`src/rtl/alu_cmd_pkg.sv`:
```
// Shared definitions for the ALU command sequencer: default widths,
// the downstream "hold" function code and the sequencer state encoding.
package alu_cmd_pkg;

    localparam int DEPTH_DEF  = 4;
    localparam int DATA_W_DEF = 4;
    localparam int FUNC_W_DEF = 3;

    localparam logic [2:0] FUNC_HOLD = 3'b111;

    typedef enum logic [1:0] {
        IDLE = 2'd0,
        RUN  = 2'd1,
        STEP = 2'd2
    } seq_state_t;

endpackage

```
`src/rtl/alu_cmd_sequencer_fifo.sv`:
```
// Power-of-two circular command buffer with occupancy count; push is
// ignored when full and pop is ignored when empty.
module cmd_fifo #(
    parameter int DEPTH = alu_cmd_pkg::DEPTH_DEF,
    parameter int WIDTH = alu_cmd_pkg::DATA_W_DEF + alu_cmd_pkg::FUNC_W_DEF
) (
    input  logic                     clk,
    input  logic                     rst_n,
    input  logic                     i_push,
    input  logic                     i_pop,
    input  logic [WIDTH-1:0]         i_wdata,
    output logic [WIDTH-1:0]         o_rdata,
    output logic [$clog2(DEPTH):0]   o_count,
    output logic                     o_empty,
    output logic                     o_full
);
    import alu_cmd_pkg::*;

    localparam int AW = $clog2(DEPTH);
    localparam logic [AW:0]   CNT_ONE = (AW+1)'(1);
    localparam logic [AW-1:0] PTR_ONE = AW'(1);
    localparam logic [AW:0]   CNT_MAX = (AW+1)'(DEPTH);

    logic [WIDTH-1:0] r_mem [DEPTH];
    logic [AW-1:0]    r_wr_ptr;
    logic [AW-1:0]    r_rd_ptr;
    logic [AW:0]      r_count;
    logic             w_push;
    logic             w_pop;

    assign o_empty = (r_count == '0);
    assign o_full  = (r_count == CNT_MAX);
    assign o_count = r_count;
    assign o_rdata = r_mem[r_rd_ptr];

    assign w_push = i_push & ~o_full;
    assign w_pop  = i_pop & ~o_empty;

    // Storage is deliberately left unreset; stale entries sit behind the pointers.
    always_ff @(posedge clk) begin
        if (w_push) begin
            r_mem[r_wr_ptr] <= i_wdata;
        end
    end

    always_ff @(posedge clk or negedge rst_n) begin
        if (!rst_n) begin
            r_wr_ptr <= '0;
            r_rd_ptr <= '0;
            r_count  <= '0;
        end else begin
            if (w_push) begin
                r_wr_ptr <= r_wr_ptr + PTR_ONE;
            end
            if (w_pop) begin
                r_rd_ptr <= r_rd_ptr + PTR_ONE;
            end
            case ({w_push, w_pop})
                2'b10:   r_count <= r_count + CNT_ONE;
                2'b01:   r_count <= r_count - CNT_ONE;
                default: r_count <= r_count;
            endcase
        end
    end

endmodule

```
`src/rtl/alu_cmd_sequencer.sv`:
```
// Queues {function, operand} commands and issues them to the ALU stage,
// either continuously (Run level) or one at a time (Step rising edge).
module alu_cmd_sequencer #(
    parameter int DEPTH  = alu_cmd_pkg::DEPTH_DEF,
    parameter int DATA_W = alu_cmd_pkg::DATA_W_DEF,
    parameter int FUNC_W = alu_cmd_pkg::FUNC_W_DEF
) (
    input  logic                   Clock,
    input  logic                   Reset_b,
    input  logic                   In_valid,
    output logic                   In_ready,
    input  logic [DATA_W-1:0]      In_data,
    input  logic [FUNC_W-1:0]      In_func,
    input  logic                   Run,
    input  logic                   Step,
    output logic [DATA_W-1:0]      Data,
    output logic [FUNC_W-1:0]      Function,
    output logic                   Issued,
    output logic [$clog2(DEPTH):0] Count,
    output logic                   Empty,
    output logic                   Full
);
    import alu_cmd_pkg::*;

    localparam int ENTRY_W = FUNC_W + DATA_W;
    localparam logic [FUNC_W-1:0] HOLD = FUNC_W'(FUNC_HOLD);

    seq_state_t             r_state;
    seq_state_t             w_next_state;
    logic                   r_step_d;
    logic                   w_step_pulse;
    logic                   w_pop;
    logic                   w_push;
    logic                   w_empty;
    logic                   w_full;
    logic [ENTRY_W-1:0]     w_head;
    logic [$clog2(DEPTH):0] w_count;
    logic [DATA_W-1:0]      r_data;
    logic [FUNC_W-1:0]      r_func;
    logic                   r_issued;

    assign In_ready     = ~w_full;
    assign w_push       = In_valid & ~w_full;
    assign w_step_pulse = Step & ~r_step_d;

    assign Count    = w_count;
    assign Empty    = w_empty;
    assign Full     = w_full;
    assign Data     = r_data;
    assign Function = r_func;
    assign Issued   = r_issued;

    cmd_fifo #(
        .DEPTH (DEPTH),
        .WIDTH (ENTRY_W)
    ) u_fifo (
        .clk     (Clock),
        .rst_n   (Reset_b),
        .i_push  (w_push),
        .i_pop   (w_pop),
        .i_wdata ({In_func, In_data}),
        .o_rdata (w_head),
        .o_count (w_count),
        .o_empty (w_empty),
        .o_full  (w_full)
    );

    always_ff @(posedge Clock or negedge Reset_b) begin
        if (!Reset_b) begin
            r_state  <= IDLE;
            r_step_d <= 1'b0;
        end else begin
            r_state  <= w_next_state;
            r_step_d <= Step;
        end
    end

    // Run outranks Step everywhere; STEP only leaves once it has actually popped.
    always_comb begin
        w_next_state = r_state;
        case (r_state)
            IDLE: begin
                if (Run) begin
                    w_next_state = RUN;
                end else if (w_step_pulse) begin
                    w_next_state = STEP;
                end
            end
            RUN: begin
                if (!Run) begin
                    w_next_state = IDLE;
                end
            end
            STEP: begin
                if (Run) begin
                    w_next_state = RUN;
                end else if (!w_empty) begin
                    w_next_state = IDLE;
                end
            end
            default: w_next_state = IDLE;
        endcase
    end

    always_comb begin
        w_pop = 1'b0;
        if (!w_empty && (r_state == RUN || r_state == STEP)) begin
            w_pop = 1'b1;
        end
    end

    // Idle cycles present the hold code so the ALU stage treats them as no-ops.
    always_ff @(posedge Clock or negedge Reset_b) begin
        if (!Reset_b) begin
            r_data   <= '0;
            r_func   <= HOLD;
            r_issued <= 1'b0;
        end else if (w_pop) begin
            r_data   <= w_head[DATA_W-1:0];
            r_func   <= w_head[ENTRY_W-1:DATA_W];
            r_issued <= 1'b1;
        end else begin
            r_data   <= '0;
            r_func   <= HOLD;
            r_issued <= 1'b0;
        end
    end

endmodule
```
`config.mk`:
```
export PLATFORM = sky130hd
export DESIGN_NAME = alu_cmd_sequencer
export DESIGN_NICKNAME = d
export VERILOG_FILES = /design/src/rtl/alu_cmd_pkg.sv /design/src/rtl/alu_cmd_sequencer_fifo.sv /design/src/rtl/alu_cmd_sequencer.sv
export SDC_FILE = /design/constraint.sdc
export NUM_CORES = 1
export LEC_CHECK = 0
export ABC_AREA = 1
export BUFFER_PORTS_ARGS = -buffer_cell sky130_fd_sc_hd__buf_4
export CAP_MARGIN = 10
export CORE_MARGIN = 3
export CORE_UTILIZATION = 25
export DETAILED_ROUTE_END_ITERATION = 10
export RECOVER_POWER = 100
export SLEW_MARGIN = 20
export SYNTH_ARGS = -nofsm -noshare
export SYNTH_HDL_FRONTEND = slang
export SYNTH_SLANG_ARGS = --single-unit
```
`constraint.sdc`:
```
create_clock -name Clock -period 2.3 [get_ports Clock]
set_input_delay 0.115 -clock Clock [delete_from_list [all_inputs] [get_ports Clock]]
set_output_delay 0.115 -clock Clock [all_outputs]
set_load 0.01 [all_outputs]
```
# Yosys cells after proc, flatten, opt, wreduce, memory -nomap -nowiden
# Memories as Yosys holds them, arrays and structs flattened.
# Index checks and enable logic that the tools add are counted.
# totals
ff_bits	18
ramBits	28
in_bits	12
elab_cells	48
memories	1
# memory_table
memory	depth	word_bits	read_ports	rd_clocked_by_memory_dff	write_ports	line	rtl
u_fifo.r_mem	4	7	1	0	1	alu_cmd_sequencer_fifo.sv:24	logic [WIDTH-1:0] r_mem [DEPTH];
# classes
addsub	4
n_eq_ne	8
n_mux	13
bitwise_logic	7
reduce_logical	7
# op_table
cell	count
2-bit two-way mux	5
3-bit != test, second input constant	2
2-bit one-hot mux with 3 select lines	1
3-bit one-hot mux with 2 select lines	1
2-bit by 1-bit adder with 2-bit output, second input constant	2
1-bit AND	4
2-bit by 1-bit equality test with 1-bit output, second input constant	2
2-bit equality test, second input constant	2
1-bit two-way mux	4
4-bit two-way mux	1
3-bit by 1-bit adder with 3-bit output, second input constant	1
3-bit equality test, second input constant	1
3-bit zero test	1
3-bit two-way mux	1
1-bit inverter	3
3-bit AND reduction	1
3-bit by 1-bit subtractor with 3-bit output, second input constant	1
2-bit zero test	1
2-bit != test, second input constant	1
2-bit nonzero test	1
1-bit logical AND	1
1-bit zero test	1
1-bit logical OR	1

# Logic depth before layout (Yosys ltp)
# logic_depth
ltp_word	7
depth_mapped	11

# Hierarchy
# Synthesis repeated with hierarchy kept, for this count alone.
# unflattened
hier_cells	194
area_unflattened_um2	2093.3
# modules_own_cells
mod	n_inst	cells_per_inst	area_per_inst_um2	seq_area_each_um2
cmd_fifo	1	143	1599.0	1016.0
alu_cmd_sequencer	1	51	494.2	279.0

# Worst setup path before layout
# OpenSTA, ideal clock, no wires.
# synth_path
kind	register to register
startpoint	register r_state[0]
endpoint	register u_fifo.r_count[2] (netlist: u_fifo.o_count[2])
t_arrival_ps	1755
required_time_ps	2221
slack_ps	466
stages_incl_launch_ff	12
path_buffers	0
path_cell_list	dfrtp_1 inv_1 ha_1 nand2_4 inv_2 ha_1 inv_1 fa_1 nor2_1 nor2_1 nand2_1 xor2_1
# synth_between
elab_chain_len	7
word_cells_on_any_way	10
# synth_lines
item	line	rtl
start: declaration	alu_cmd_sequencer.sv:28	seq_state_t r_state;
start signal: assignment	alu_cmd_sequencer.sv:73	r_state <= w_next_state;
2-bit by 1-bit equality test with 1-bit output or 2-bit equality test (tied branches)	alu_cmd_sequencer.sv:107	if (!w_empty && (r_state == RUN || r_state == STEP)) begin
1-bit logical OR *	alu_cmd_sequencer.sv:107	
1-bit logical AND *	alu_cmd_sequencer.sv:107	
1-bit two-way mux *	alu_cmd_sequencer.sv:107	
named net u_fifo.i_pop	alu_cmd_sequencer_fifo.sv:10	input logic i_pop,
1-bit AND *	alu_cmd_sequencer_fifo.sv:37	assign w_pop = i_pop & ~o_empty;
2-bit by 1-bit equality test with 1-bit output or 2-bit equality test (tied branches)	alu_cmd_sequencer_fifo.sv:58	case ({w_push, w_pop})
3-bit one-hot mux with 2 select lines or 2-bit nonzero test (tied branches)	-	
end signal: assignment	alu_cmd_sequencer_fifo.sv:59	2'b10: r_count <= r_count + CNT_ONE;
end signal: assignment	alu_cmd_sequencer_fifo.sv:60	2'b01: r_count <= r_count - CNT_ONE;
end signal: assignment	alu_cmd_sequencer_fifo.sv:61	default: r_count <= r_count;
end: declaration	alu_cmd_sequencer_fifo.sv:27	logic [AW:0] r_count;
# Mark *: on every way through the listed nets, which the timed path passes. The rest lies on a longest branch.
# A chain may end at the register's enable or synchronous reset.

# Final worst setup path
# layout_path
startpoint	register r_state[1]
endpoint	register u_fifo.r_count[2] (netlist: u_fifo.o_count[2])
# Same word-level chain as after synthesis.

==> run summary <==
Hold Path Origin = In_data[1]
Unique masters post-synth = 25
actual slew at the worst max-slew pin = 0.980 ns
flop-to-flop setup slack = 0.30 ns
Min Clock Period, post-route = 2.00 ns
area leader, netlist = edfxtp_1
Synth Cell Area = 1980 sq um
Port Buffer Count = 25
count leader, synth = edfxtp_1
Crit Path Max Fanout = 7
post-DR wirelength/cell = 11.5 um
Crit path arrival time = 2.22 ns
CP Cell Sequence = inv_1, ha_1, nand2_4, inv_2, ha_1, inv_1, fa_1, nor2_1, nor2_1, nand2_1, xor2_1
antenna violations before repair = 0
vias in the first global route = 1204
Starting Density = 26.5%
share of cells above drive strength 1 = 11.4%
WP data required = 2.52 ns
VDD IR max = 0.282 mV
Synth Instances = 167
Post-CTS Setup Bufs = 0
Leak = 0.918 nW
Power Density = 1220 nW/um^2
worst-case reg-to-reg path depth = 11
first-pass GRT wire length = 5.85 mm
CTS tree = built
io pins = 26
H-tree depth = 2
fin util = 30.3%
RePlAce Congestion = 0.738
final WL = 3.47 mm
Clock Skew = 0.00730 ns
Clock Sinks = 46
drc violations = 0
CP Buf/Inv Count = 3
WHS Endpoint = u_fifo.r_mem[0][1]
sequential share of power = 46.6%
CTS Buf Count = 5
ant diodes = 0
RSZ-0062 raised after global routing = false
Die ar. = 9040 sq um
synth top area cells = edfxtp_1 (42%), dfrtp_1 (19%), ha_1 (5.0%)
Ys Warns = 0
GR Overflow Total = 0
TNS Setup = 0 ns
Worst slew margin = 34.6%
Clock power frac = 16.3%
top_reg_cell synth = edfxtp_1
met2 Resource Use GR = 13.1%
core area = 7490 sq um
status = completed
Syn-to-layout area delta = 14.4%
final setup fails = 0
Initial DRT Pass Iterations = 4
Synth async-reset ratio = 39.1%
DR vias = 1168
R2R Path Start = r_state[1]
Worst-Skew Late Latency = 0.29 ns
P_int = 1.72 mW
Mean Syn Cell Area = 11.9 sq um
GRT busiest layer = met2
clock slew at reported path FFs = 0.08 ns
met3 Track Usage GR = 3.00%
sw frac = 38.1%
Max Slew Vio Count = 0
largest net degree at the start of global routing = 19
final period utilization = 86.9%
clock root cell = clkbuf_8
number of synthesized flops with an enable pin = 28
Hold Crit Class = in2reg
CP max-delay cell = dfrtp_1
nets = 222
Clock Tree Buf Depth = 2
Max Freq = 501 MHz
syn_nets = 188
P_sw = 1.06 mW
Worst Setup Start Kind = register
total chip power = 2.77 mW
CP delay by family, top = adder cells
iteration-0 DRC count of the detailed router = 76
CP max stage delay = 0.38 ns
Routed Antenna Nets = 0
Seq/Total Area, Yosys = 65.3%
area share of the largest cell type after synthesis = 42.4%
CP Capture Type = register
combinational power share = 37.1%
vias per cell = 3.88
Post-synth top cells = edfxtp_1 (28), nand2_1 (23), nor2_1 (21)
CTS resizes = 0
Hold Path Stages = 1
Synth Register Bits = 46
All-Layer GR Usage = 8.83%
met1 Usage GRT = 11.3%
Max-Cap Viols = 0
DP HPWL = 2.42 mm
final hold vios = 0
Die Width = 95.1 um
row count = 31
Setup CP Type = reg2reg
Die Y-Extent = 95.1 um
RR Endpoint = u_fifo.o_count[2]
==> worst max path at each step <==
stage | from | to | cells after the start
floorplan | r_state[0] | u_fifo.o_count[2] | 11
global placement | r_state[0] | u_fifo.o_count[2] | 11
detailed placement | r_state[1] | u_fifo.o_count[2] | 11
CTS | r_state[1] | u_fifo.o_count[2] | 11
global route | r_state[0] | u_fifo.o_count[2] | 11
finish | r_state[1] | u_fifo.o_count[2] | 11
==> layer usage <==
| layer | vias up | wire length [um] |
|---|---|---|
| met3 | 6 | 166 |
| li1 | 610 | - |
| met5 | - | 0 |
| met4 | 0 | 62 |
| met2 | 25 | 1580 |
| met1 | 527 | 1670 |
==> power groups by stage <==
stage / combinational [mW] / clock (mW) / sequential (mW)
floorplan: 0.892 / 0 / 1.27
global placement: 1.14 / 0 / 1.32
detailed placement: 1.15 / 0 / 1.33
CTS: 1.16 / 0.475 / 1.31
global route: 1.22 / 0.515 / 1.32
finish: 1.03 / 0.452 / 1.29
==> layout make-up <==
cell class | instances | area, sq um
Clock buffer | 6 | 72.6
Timing Repair Buffer | 31 | 148
Inverter | 20 | 75.1
Multi-Input combinational cell | 97 | 547
Sequential cell | 46 | 1290
Clock inverter | 2 | 8.76
Tap cell | 99 | 124
Fill cell | 766 | 5220
==> cells in the final DEF (no fill, tap or decap) <==
cell type       n
a21boi_0        1
a21oi_1        10
a21oi_2         1
buf_4           4
clkbuf_1       25
clkbuf_4        1
clkbuf_8        5
clkinv_1        1
clkinv_2        1
dfrtp_1        15
dfstp_2         3
dlygate4sd3_1   2
edfxtp_1       28
fa_1            1
ha_1            8
inv_1          19
inv_2           1
nand2_1        25
nand2_4         2
nand3_1         5
nor2_1         22
nor2_2          4
o21a_1          1
o21ai_0         9
o21ai_1         3
o21ai_2         1
xnor2_1         1
xor2_1          3
==> timing repair <==
item                                   CTS  global route
endpoints found under the hold margin   19             0
setup endpoints to repair                0             0
hold buffers                             2             0
==> per-stage QoR <==
| step | cell area, sq um | setup WS (ns) | cells | hold slack (ns) |
|---|---|---|---|---|
| finish | 2270 | 0.302 | 301 | 0.0796 |
| global route | 2270 | 0.106 | 301 | 0.0897 |
| detailed placement | 2270 | 0.315 | 291 | 0.00373 |
| CTS | 2370 | 0.300 | 301 | 0.0121 |
| floorplan | 1980 | 0.466 | 167 | -0.181 |
| global placement | 2270 | 0.379 | 291 | -0.000880 |
==> kinds of logic (layout without fill, tap and decap cells) <==
kind of cell	after synthesis	in the layout	share of synthesized area [%]
adder cells (fa/ha/maj)	9	9	6.06
XOR/XNOR	4	4	1.77
flip-flops	46	46	65.3
AO/OA/AOI/OAI	26	26	7.19
buffers and inverters	24	59	6.50
AND/OR/NAND/NOR	58	58	13.2
==> sequential cells by signal (all words and copies together), names as in the netlist <==
| name | count |
|---|---|
| Data | 4 |
| Function | 3 |
| Issued | 1 |
| r_state | 2 |
| r_step_d | 1 |
| u_fifo.o_count | 3 |
| u_fifo.r_mem | 28 |
| u_fifo.r_rd_ptr | 2 |
| u_fifo.r_wr_ptr | 2 |
Note: power is estimated with default switching activity, not from simulation.
